$ cat src/rtl/psoa_pkg.sv
// Shared fixed-point types, constants and helpers for the shared sigmoid arbiter.
package psoa_pkg;

  localparam int          FRAC_BITS     = 10;
  localparam logic [15:0] Q_ONE         = 16'd1024;
  localparam int          SAT_LIMIT_DEF = 8192;
  localparam int          TAG_ID_W      = 3;

  typedef logic signed [15:0] fix_t;
  typedef logic [15:0]        ufix_t;

  typedef struct packed {
    logic [TAG_ID_W-1:0] id;
    logic                sign;
  } sig_tag_t;

  // Magnitude is formed in 17 bits so that -32768 becomes +32768 before clipping.
  function automatic ufix_t sat_mag(fix_t x, logic [16:0] limit);
    logic [16:0] mag;
    mag = x[15] ? (17'd0 - {x[15], x}) : {1'b0, x};
    return (mag > limit) ? limit[15:0] : mag[15:0];
  endfunction

endpackage

$ cat src/rtl/psoa_sigmoid.sv
// Unsigned sigmoid core: piecewise-linear f(x) for x >= 0 in Q5.10, result in Q.10.
// Output appears LAT clocks after x is sampled.
module psoa_sigmoid
  import psoa_pkg::*;
#(
  parameter int LAT = 1
) (
  input  logic        clk,
  input  logic        rst,
  input  logic [15:0] x,
  output logic [15:0] f_x
);

  localparam logic [15:0] ONE_IN  = 16'(1 << FRAC_BITS);
  localparam logic [15:0] KNEE_IN = 16'(19 << (FRAC_BITS - 3));
  localparam logic [15:0] FLAT_IN = 16'(5 << FRAC_BITS);

  ufix_t w_f;
  ufix_t r_pipe [LAT];

  // Slopes 1/4, 1/8, 1/32 with breakpoints at 1.0, 2.375 and 5.0.
  always_comb begin
    w_f = Q_ONE;
    if (x < ONE_IN) begin
      w_f = 16'd512 + (x >> 2);
    end else if (x < KNEE_IN) begin
      w_f = 16'd640 + (x >> 3);
    end else if (x < FLAT_IN) begin
      w_f = 16'd864 + (x >> 5);
    end
  end

  always_ff @(posedge clk or posedge rst) begin
    if (rst) begin
      for (int i = 0; i < LAT; i++) begin
        r_pipe[i] <= '0;
      end
    end else begin
      r_pipe[0] <= w_f;
      for (int i = 1; i < LAT; i++) begin
        r_pipe[i] <= r_pipe[i-1];
      end
    end
  end

  assign f_x = r_pipe[LAT-1];

endmodule

$ cat src/rtl/rr_arbiter.sv
// N-way round-robin arbiter; the pointer moves to the granted id only on acknowledge.
module rr_arbiter #(
  parameter  int N  = 4,
  localparam int IW = $clog2(N)
) (
  input  logic          clk,
  input  logic          rst,
  input  logic [N-1:0]  i_req,
  input  logic          i_en,
  input  logic          i_ack,
  output logic [N-1:0]  o_grant,
  output logic [IW-1:0] o_grant_id
);

  logic [IW-1:0] r_ptr;
  logic          w_found;
  int            w_idx;

  // Search starts just after the last winner and wraps, so the last winner is lowest priority.
  always_comb begin
    o_grant    = '0;
    o_grant_id = '0;
    w_found    = 1'b0;
    w_idx      = 0;
    for (int k = 1; k <= N; k++) begin
      w_idx = (int'(r_ptr) + k) % N;
      if (!w_found && i_req[IW'(w_idx)]) begin
        w_found    = 1'b1;
        o_grant_id = IW'(w_idx);
      end
    end
    if (w_found && i_en) begin
      o_grant[o_grant_id] = 1'b1;
    end
  end

  always_ff @(posedge clk or posedge rst) begin
    if (rst) begin
      r_ptr <= IW'(N - 1);
    end else if (i_ack) begin
      r_ptr <= o_grant_id;
    end
  end

endmodule

$ cat src/rtl/psoa_sigmoid_arbiter.sv
// Shares one psoa_sigmoid core among N_REQ requesters, using sign symmetry around the
// unsigned core and a credit-guarded result FIFO that returns results in issue order.
module psoa_sigmoid_arbiter
  import psoa_pkg::*;
#(
  parameter  int N_REQ      = 4,
  parameter  int CORE_LAT   = 1,
  parameter  int FIFO_DEPTH = 4,
  parameter  int SAT_LIMIT  = SAT_LIMIT_DEF,
  localparam int ID_W       = $clog2(N_REQ)
) (
  input  logic                  clk,
  input  logic                  reset,
  input  logic [N_REQ-1:0]      req_valid,
  input  logic [N_REQ*16-1:0]   req_x,
  output logic [N_REQ-1:0]      req_ready,
  output logic                  rsp_valid,
  output logic [ID_W-1:0]       rsp_id,
  output logic [15:0]           rsp_f,
  input  logic                  rsp_ready
);

  localparam int          CRED_W = $clog2(FIFO_DEPTH + 1);
  localparam int          PTR_W  = (FIFO_DEPTH > 1) ? $clog2(FIFO_DEPTH) : 1;
  localparam logic [16:0] SAT_17 = 17'(SAT_LIMIT);

  logic [N_REQ-1:0] w_grant;
  logic [ID_W-1:0]  w_grant_id;
  logic             w_issue;
  logic             w_pop;
  logic             w_push;
  fix_t             w_sel_x;
  ufix_t            w_sat;
  ufix_t            w_f_core;
  ufix_t            w_fc;
  ufix_t            w_res;

  logic [CRED_W-1:0] r_credits;
  ufix_t             r_x;
  logic              r_tag_v [CORE_LAT+1];
  sig_tag_t          r_tag   [CORE_LAT+1];

  logic [ID_W-1:0]   r_mem_id [FIFO_DEPTH];
  ufix_t             r_mem_f  [FIFO_DEPTH];
  logic [PTR_W-1:0]  r_wr;
  logic [PTR_W-1:0]  r_rd;
  logic [CRED_W-1:0] r_count;

  // Ready is forced low during reset so no requester sees a grant before credits are valid.
  rr_arbiter #(.N(N_REQ)) u_arb (
    .clk        (clk),
    .rst        (reset),
    .i_req      (req_valid),
    .i_en       ((r_credits != '0) && !reset),
    .i_ack      (w_issue),
    .o_grant    (w_grant),
    .o_grant_id (w_grant_id)
  );

  assign req_ready = w_grant;
  assign w_issue   = |w_grant;

  always_comb begin
    w_sel_x = '0;
    for (int i = 0; i < N_REQ; i++) begin
      if (w_grant[i]) begin
        w_sel_x = req_x[16*i +: 16];
      end
    end
  end

  assign w_sat = sat_mag(w_sel_x, SAT_17);

  // Stage 0 lines up with r_x; stage CORE_LAT lines up with the core output.
  always_ff @(posedge clk or posedge reset) begin
    if (reset) begin
      r_x <= '0;
      for (int i = 0; i <= CORE_LAT; i++) begin
        r_tag_v[i] <= 1'b0;
        r_tag[i]   <= '0;
      end
    end else begin
      if (w_issue) begin
        r_x <= w_sat;
      end
      r_tag_v[0] <= w_issue;
      r_tag[0]   <= '{id: TAG_ID_W'(w_grant_id), sign: w_sel_x[15]};
      for (int i = 1; i <= CORE_LAT; i++) begin
        r_tag_v[i] <= r_tag_v[i-1];
        r_tag[i]   <= r_tag[i-1];
      end
    end
  end

  psoa_sigmoid #(.LAT(CORE_LAT)) u_core (
    .clk (clk),
    .rst (reset),
    .x   (r_x),
    .f_x (w_f_core)
  );

  assign w_fc   = (w_f_core > Q_ONE) ? Q_ONE : w_f_core;
  assign w_res  = r_tag[CORE_LAT].sign ? (Q_ONE - w_fc) : w_fc;
  assign w_push = r_tag_v[CORE_LAT];
  assign w_pop  = (r_count != '0) && rsp_ready;

  // One credit per FIFO slot covers both in-flight and queued results, so a push never overflows.
  always_ff @(posedge clk or posedge reset) begin
    if (reset) begin
      r_credits <= CRED_W'(FIFO_DEPTH);
    end else begin
      case ({w_issue, w_pop})
        2'b10:   r_credits <= r_credits - 1'b1;
        2'b01:   r_credits <= r_credits + 1'b1;
        default: r_credits <= r_credits;
      endcase
    end
  end

  always_ff @(posedge clk or posedge reset) begin
    if (reset) begin
      r_wr    <= '0;
      r_rd    <= '0;
      r_count <= '0;
      for (int i = 0; i < FIFO_DEPTH; i++) begin
        r_mem_id[i] <= '0;
        r_mem_f[i]  <= '0;
      end
    end else begin
      if (w_push) begin
        r_mem_id[r_wr] <= r_tag[CORE_LAT].id[ID_W-1:0];
        r_mem_f[r_wr]  <= w_res;
        r_wr           <= (r_wr == PTR_W'(FIFO_DEPTH - 1)) ? '0 : r_wr + 1'b1;
      end
      if (w_pop) begin
        r_rd <= (r_rd == PTR_W'(FIFO_DEPTH - 1)) ? '0 : r_rd + 1'b1;
      end
      case ({w_push, w_pop})
        2'b10:   r_count <= r_count + 1'b1;
        2'b01:   r_count <= r_count - 1'b1;
        default: r_count <= r_count;
      endcase
    end
  end

  assign rsp_valid = (r_count != '0);
  assign rsp_id    = rsp_valid ? r_mem_id[r_rd] : '0;
  assign rsp_f     = rsp_valid ? r_mem_f[r_rd]  : '0;

endmodule

$ cat config.mk
export PLATFORM = sky130hd
export DESIGN_NAME = psoa_sigmoid_arbiter
export DESIGN_NICKNAME = d
export VERILOG_FILES = /design/src/rtl/psoa_pkg.sv /design/src/rtl/psoa_sigmoid.sv /design/src/rtl/rr_arbiter.sv /design/src/rtl/psoa_sigmoid_arbiter.sv
export SDC_FILE = /design/constraint.sdc
export NUM_CORES = 1
export LEC_CHECK = 0
export BUFFER_PORTS_ARGS = -buffer_cell sky130_fd_sc_hd__buf_2
export CORE_MARGIN = 3
export CORE_UTILIZATION = 45
export DETAILED_ROUTE_END_ITERATION = 8
export HOLD_SLACK_MARGIN = 0.05
export PLACE_DENSITY = 0.74
export SLEW_MARGIN = 30
export SYNTH_ARGS = -nofsm -noshare
export SYNTH_HDL_FRONTEND = slang
export SYNTH_SLANG_ARGS = --single-unit
$ cat constraint.sdc
create_clock -name clk -period 3.5 [get_ports clk]
set_input_delay 0.35 -clock clk [delete_from_list [all_inputs] [get_ports clk]]
set_output_delay 0.35 -clock clk [all_outputs]
set_load 0.05 [all_outputs]
# Yosys cells after proc, flatten, opt, wreduce, memory -nomap -nowiden
# Index checks and enable logic that the tools add are counted.
dict set report classes {
  add_sub_neg 15
  magnitude_cmp 14
  n_eq_ne 6
  mux 52
  bitwise_logic 2
  n_reduce_logical 17
}
# op n
set op_table {}
lappend op_table {{two-way mux 16 bit} 14}
lappend op_table {{bitwise mux 64 bit} 1}
lappend op_table {{binary-select mux 16 bit (select 2 bit)} 1}
lappend op_table {{demux 16 bit (select 2 bit)} 1}
lappend op_table {{two-way mux 2 bit} 10}
lappend op_table {{greater-than comparator 17 x 14 -> 1 bit (second input constant)} 1}
lappend op_table {{two-way mux 17 bit} 1}
lappend op_table {{subtractor 1 x 16 -> 17 bit (first input constant)} 1}
lappend op_table {{greater-than comparator 16 x 11 -> 1 bit (second input constant)} 1}
lappend op_table {{< comparator 16 x 11 -> 1 bit (second input constant)} 1}
lappend op_table {{< comparator 16 x 12 -> 1 bit (second input constant)} 1}
lappend op_table {{< comparator 16 x 13 -> 1 bit (second input constant)} 1}
lappend op_table {{< comparator 2 x 4 -> 1 bit (second input constant)} 4}
lappend op_table {{subtractor 11 x 16 -> 16 bit (first input constant)} 1}
lappend op_table {{adder 10 x 14 -> 15 bit (first input constant)} 1}
lappend op_table {{adder 10 x 13 -> 14 bit (first input constant)} 1}
lappend op_table {{two-way mux 1 bit} 13}
lappend op_table {{adder 10 x 11 -> 12 bit (first input constant)} 1}
lappend op_table {{one-hot mux 3 bit (2 select lines)} 2}
lappend op_table {{adder 2 x 1 -> 2 bit (second input constant)} 4}
lappend op_table {{binary-select mux 1 bit (select 2 bit)} 4}
lappend op_table {{bitwise mux 8 bit} 1}
lappend op_table {{equality test 2 bit (second input constant)} 4}
lappend op_table {{logical AND 1 bit} 8}
lappend op_table {{other kinds (17)} 28}
dict set report word_totals {
  regBits 124
  input_bits 71
  out_inout_bits 23
  wordCells 127
}

# Logic depth before layout (Yosys ltp)
dict set report depth {
  depth_word 27
  mapped_depth 16
  ltp_nobuf 14
}

# Cells and area by module
# A second synthesis with hierarchy kept.
dict set report unflattened {
  hier_cells 607
  area_unflattened_um2 6488.7
}
# mod n_inst cells_each area_per_inst_um2 seq_area_each_um2
set modules_own_cells {}
lappend modules_own_cells {psoa_sigmoid_arbiter 1 509 5386.4 2653.8}
lappend modules_own_cells {psoa_sigmoid 1 71 829.5 375.4}
lappend modules_own_cells {rr_arbiter 1 27 272.8 52.6}

# Worst setup path before layout
# OpenSTA, ideal clock, no wires.
dict set report synth_path {
  path_kind {reg-to-reg}
  start {register u_arb.r_ptr[1]}
  end {register r_x[3]}
  setup_ns 0.092
  arrival_ns 3.338
  t_required_ns 3.408
  setup_slack_ns 0.070
  path_stages_with_launch 16
  path_buffers 3
  period_less_slack_ns 3.430
  cell_sequence {dfstp_2 buf_4 nand2_1 o22ai_1 clkbuf_1 o21ai_0 nand3_1 nand3_1 ha_1 clkbuf_1 xnor2_1 o32ai_1 o311ai_1 a2111oi_2 a31oi_2 o31ai_2}
}
dict set report synth_via {
  elab_chain_len 27
  elab_cells_between_ends 46
  classes_between {add/sub: 5; order compare: 3; mux: 29; reduce/logical: 9}
}
# element line
set synth_rtl {}
lappend synth_rtl {{start: declaration} rr_arbiter.sv:15} ;# logic [IW-1:0] r_ptr;
lappend synth_rtl {{start signal: assignment} rr_arbiter.sv:39} ;# r_ptr <= IW'(N - 1);
lappend synth_rtl {{start signal: assignment} rr_arbiter.sv:41} ;# r_ptr <= o_grant_id;
lappend synth_rtl {{adder 2 x 1 -> 2 bit} rr_arbiter.sv:26} ;# w_idx = (int'(r_ptr) + k) % N;
lappend synth_rtl {{binary-select mux 1 bit (select 2 bit)} rr_arbiter.sv:27} ;# if (!w_found && i_req[IW'(w_idx)]) begin
lappend synth_rtl {{two-way mux 1 bit (implied by the code) (2 in a row)} rr_arbiter.sv:27}
lappend synth_rtl {{two-way mux 1 bit} rr_arbiter.sv:27}
lappend synth_rtl {{zero test 1 bit} rr_arbiter.sv:27}
lappend synth_rtl {{logical AND 1 bit} rr_arbiter.sv:27}
lappend synth_rtl {{two-way mux 1 bit} rr_arbiter.sv:27}
lappend synth_rtl {{zero test 1 bit} rr_arbiter.sv:27}
lappend synth_rtl {{[... 7 more ...]} -}
lappend synth_rtl {{two-way mux 1 bit (implied by the code)} rr_arbiter.sv:33} ;# o_grant[o_grant_id] = 1'b1;
lappend synth_rtl {{demux 1 bit (select 2 bit)} -}
lappend synth_rtl {{two-way mux 4 bit (*)} rr_arbiter.sv:32} ;# if (w_found && i_en) begin
lappend synth_rtl {{two-way mux 16 bit (4 in a row)} psoa_sigmoid_arbiter.sv:66} ;# if (w_grant[i]) begin
lappend synth_rtl {{subtractor 1 x 16 -> 17 bit} psoa_pkg.sv:20} ;# mag = x[15] ? (17'd0 - {x[15], x}) : {1'b0, x};
lappend synth_rtl {{two-way mux 17 bit} psoa_pkg.sv:20}
lappend synth_rtl {{greater-than comparator 17 x 14 -> 1 bit} psoa_pkg.sv:21} ;# return (mag > limit) ? limit[15:0] : mag[15:0];
lappend synth_rtl {{two-way mux 16 bit} psoa_pkg.sv:21}
lappend synth_rtl {{end signal: assignment} psoa_sigmoid_arbiter.sv:84} ;# r_x <= w_sat;
lappend synth_rtl {{end: declaration} psoa_sigmoid_arbiter.sv:39} ;# ufix_t r_x;
# Mark *: on every way between the ends. The rest lies on a longest branch, timed or not. The select of a mux whose other input is x is not followed.
# A chain may end at the register's enable or synchronous reset.

# Worst setup path in the final report
# Same ends and word-level chain as after synthesis.

==> run metrics <==
result of the run=completed; antenna-violating nets left=0; number of core rows=44; post-route total power=7080 uW; dpl hpwl=11200 um; count of input and output buffers=93; number of distinct library cells after synthesis=59; vias post-DR=5818; Clk Tree Root Cell=sky130_fd_sc_hd__clkbuf_16; leading post-synthesis cells by cell area=sky130_fd_sc_hd__dfrtp_1 43%, sky130_fd_sc_hd__nand2_1 7.0%, sky130_fd_sc_hd__mux4_2 6.6%, sky130_fd_sc_hd__o21ai_0 4.1%, sky130_fd_sc_hd__nand3_1 3.6%; top post-synthesis cells by count=127 x sky130_fd_sc_hd__nand2_1, 118 x sky130_fd_sc_hd__dfrtp_1, 56 x sky130_fd_sc_hd__o21ai_0, 49 x sky130_fd_sc_hd__nand3_1, 42 x sky130_fd_sc_hd__nor2_1; final antenna diode count=0; number of global-route vias before repair=5480; maximum clock path buffer count=2; Final Wtd Congestion=between 0.9 and 1; share of the cycle needed by the critical path after routing=0.981; source-to-sink clock delay at the later pin of the worst-skew pair=0.40 ns; Peak supply drop=0.364 mV; number of register bits inferred by synthesis=121; Iteration-0 DRC Markers=approximately 440; power share of the combinational group=0.449; width of the die=129 um; area of the core=14700 sq um; Max Clock Skew=0.00687 ns; endpoint class of the critical path=flip-flop; remaining design rule violation count=0; fraction of layout cells with a size suffix above 1=0.261; Avg Vias per Cell=around 5.6; yosys warns=0; number of antenna violations at the first check in global routing=0; highest fanout seen on the critical path=7; Post-layout nets=between 900 and 1000; share of synthesized cell area in full adder, half adder and majority cells=0.0334; synthesis-to-layout area growth=22.9%; vertical die dimension=129 um; arrival time of the worst setup path=3.74 ns; area share of and/or/nand/nor cells after synthesis=0.199; share of the synthesized area in compound gates (AO/OA/AOI/OAI)=0.164; Clock H-tree levels=4; Netlist Area Pre-Place=6820 sq um; switching pwr=around 2800 uW; final WL=around 16000 um; combined global-route utilization of all metal layers=0.193; final-report max-slew violation count=0; cell count after synthesis=732; cell type with the largest total area after synthesis=sky130_fd_sc_hd__dfrtp_1; number of detailed-routing iterations run before antenna repair=5; Least-Margin Pin Slew=0.933 ns; global-route wire length before repair=26100 um; area used by multi-input combinational logic=3620 sq um; Cell Chain, Critical Path=mux2i_1 > o22ai_1 > o21ba_4 > inv_4 > a211o_1 > a222oi_1 > buf_4 > o211ai_1 > a211oi_1 > o311ai_1 > a2111oi_2 > a31oi_2 > o31ai_2; power share of the clock group=0.254; number of sinks handled by clock tree synthesis=121; Slowest-stage cell, CP=sky130_fd_sc_hd__dfstp_2; Crit Path Class=reg2reg; maximum number of pins on one net before global-route repair=118; crit path launch type=flip-flop; main flop type after synthesis=sky130_fd_sc_hd__dfrtp_1; largest stage delay on the critical path=around 0.60 ns; number of hold violations in the final report=0; dominant combinational cell family by area after synthesis=simple AND/OR/NAND/NOR gates; Int Power=between 4000 and 5000 uW; total cell area at the placement stage=roughly 7600 sq um; mean instance size in the synthesized netlist=9.31 sq um; Final min period=between 3 and 4 ns; post-route worst hold slack=0.317 ns; setup violators final=0; average wire per cell in the routed design=15.4 um; unrepaired setup endpoints after global routing=yes; initial standard-cell utilization of the core=0.464; Placed Cells incl. Taps=1000; type of the most critical hold path=in2reg; boundary pin count=94; Overflow after GRT=0; leakage dissipation=0.00388 uW; switching part of the total power=0.396; post-layout instance count excluding filler cells=1042; Num CTS Buffers=17; TritonCTS clock tree=yes; fillcell total=1224; CTS clk-pin slew, worst paths=0.05 ns; footprint of the flip-flops and latches=~3000 sq um; Max Clk Rate=291 MHz; share of synthesized area spent on multiplexers=0.0997; Worst Path Buf+Inv=2; count leader, synth=sky130_fd_sc_hd__nand2_1; share of synthesized area occupied by flip-flops and latches=0.445; Total Die Area=16700 sq um; remaining max-slew budget at the tightest pin=0.376; family with the most delay on the worst path=compound AO/OA/AOI/OAI gates; area share of the leading cell type in the synthesized netlist=0.433; Data required, critical path=3.81 ns; post-synthesis async set-or-reset flop share=1.00; total of max-cap violations=0; share of power burned in registers=0.297; number of enable flip-flop cells after synthesis=0; Pwr Density=845 nW/um^2; xor and xnor fraction of the mapped netlist area=0.0231; cell area after layout=about 8400 sq um
## power groups by stage
stage / logic, uW / clock network [uW] / registers (uW)
final: 3180 / 1800 / 2100
after global routing: 3490 / 1900 / 2150
after CTS: 3050 / 1820 / 2100
after detailed placement: 3020 / 0 / 2120
after global placement: 2980 / 0 / 2100
after floorplan: 2360 / 0 / 1940
## registers in the layout, summed over array words and instances, names as in the netlist
register and cells:
r_count 3, r_credits 3, r_mem_f 64, r_mem_id 8, r_rd 2, r_tag 6, r_tag_v 1, r_wr 2
r_x 14, u_arb.r_ptr 2, u_core.f_x 15, w_push 1
## metal layers
| metal | up-vias | GRT usage | wire [um] | part of all wire |
|---|---|---|---|---|
| met5 | - | 0 | 0 | 0 |
| met1 | 2786 | 0.248 | 7080 | 0.44 |
| met4 | 0 | 0.0605 | 233 | 0.014 |
| li1 | 2831 | - | - | - |
| met3 | 18 | 0.0350 | 644 | 0.040 |
| met2 | 183 | 0.333 | 8120 | 0.51 |
## worst reg2reg max path, cell delays in order, from the launching register on
cell                        delay [ns]
sky130_fd_sc_hd__dfstp_2          0.60
sky130_fd_sc_hd__mux2i_1          0.21
sky130_fd_sc_hd__o22ai_1          0.08
sky130_fd_sc_hd__o21ba_4          0.28
sky130_fd_sc_hd__inv_4            0.07
sky130_fd_sc_hd__a211o_1          0.32
sky130_fd_sc_hd__a222oi_1         0.30
sky130_fd_sc_hd__buf_4            0.19
sky130_fd_sc_hd__o211ai_1         0.08
sky130_fd_sc_hd__a211oi_1         0.27
sky130_fd_sc_hd__o311ai_1         0.15
sky130_fd_sc_hd__a2111oi_2        0.34
sky130_fd_sc_hd__a31oi_2          0.22
sky130_fd_sc_hd__o31ai_2          0.22
## kinds of logic (layout without fill, tap and decap cells)
family,after synthesis,count (layout)
flops,121,121
buf+inv,60,184
simple gates,297,297
mux,41,41
other cells,1,3
fa+ha+maj,17,17
xor+xnor,18,18
compound gates,177,177
## stage by stage
| stage | utilization | setup TNS (ns) | setup slack, ns |
|---|---|---|---|
| floorplan | - | 0 | 0.0699 |
| global placement | 0.518 | 0 | 0.00652 |
| detailed placement | 0.518 | -0.105 | -0.0595 |
| CTS | 0.562 | 0 | 0.0268 |
| global route | 0.570 | -0.499 | -0.101 |
| finish | 0.570 | 0 | 0.0672 |
## path summary, 6_finish.rpt
check	start	end	slack [ns]	cells past startpoint
worst max-delay path	u_arb.r_ptr[1]	r_x[3]	0.07	13
worst min-delay path	rsp_ready	r_rd[0]	0.32	3
worst max register to register	u_arb.r_ptr[1]	r_x[3]	0.07	13
worst min register to register	r_tag[6]	r_tag[2]	0.35	0
max in group asynchronous	reset	r_mem_f[7]	2.27	4
min in group asynchronous	reset	r_credits[1]	0.42	3
## cell type report
| class | count | area share |
|---|---|---|
| multi-input combinational | 553 | 0.432 |
| inverter | 18 | 0.00881 |
| clock inverter | 12 | 0.0208 |
| tap | 184 | 0.0275 |
| sequential | 121 | 0.362 |
| timing repair buffer | 134 | 0.0956 |
| clock buffer | 20 | 0.0533 |
## cells in the final DEF, fill, tap and decap left out, types with 5 or more instances in the layout
cell type,n
sky130_fd_sc_hd__inv_1,13
sky130_fd_sc_hd__dfrtp_1,118
sky130_fd_sc_hd__nand3_1,48
sky130_fd_sc_hd__mux4_2,20
sky130_fd_sc_hd__buf_2,93
sky130_fd_sc_hd__o21ai_1,8
sky130_fd_sc_hd__and2_1,37
sky130_fd_sc_hd__a211oi_1,6
sky130_fd_sc_hd__nor2_1,42
sky130_fd_sc_hd__nand2_1,124
sky130_fd_sc_hd__mux2i_1,6
sky130_fd_sc_hd__o21ai_0,56
sky130_fd_sc_hd__nor3_1,15
sky130_fd_sc_hd__o22ai_1,6
sky130_fd_sc_hd__o31ai_1,10
sky130_fd_sc_hd__a22oi_1,8
sky130_fd_sc_hd__xnor2_1,10
sky130_fd_sc_hd__ha_1,14
sky130_fd_sc_hd__buf_4,38
sky130_fd_sc_hd__and3_1,8
sky130_fd_sc_hd__clkbuf_16,17
sky130_fd_sc_hd__a21oi_1,35
sky130_fd_sc_hd__clkinvlp_4,5
sky130_fd_sc_hd__xor2_1,8
sky130_fd_sc_hd__mux2_2,15
## what timing repair did
| action | in CTS | in global routing |
|---|---|---|
| pin swaps | 1 | 14 |
| endpoints found under the hold margin | 4 | 0 |
| hold buffers | 1 | 0 |
| buffers inserted | 0 | 9 |
| gates resized for setup | 3 | 10 |
| endpoints found under the setup margin | 5 | 12 |
(Power assumes the default switching activity.)
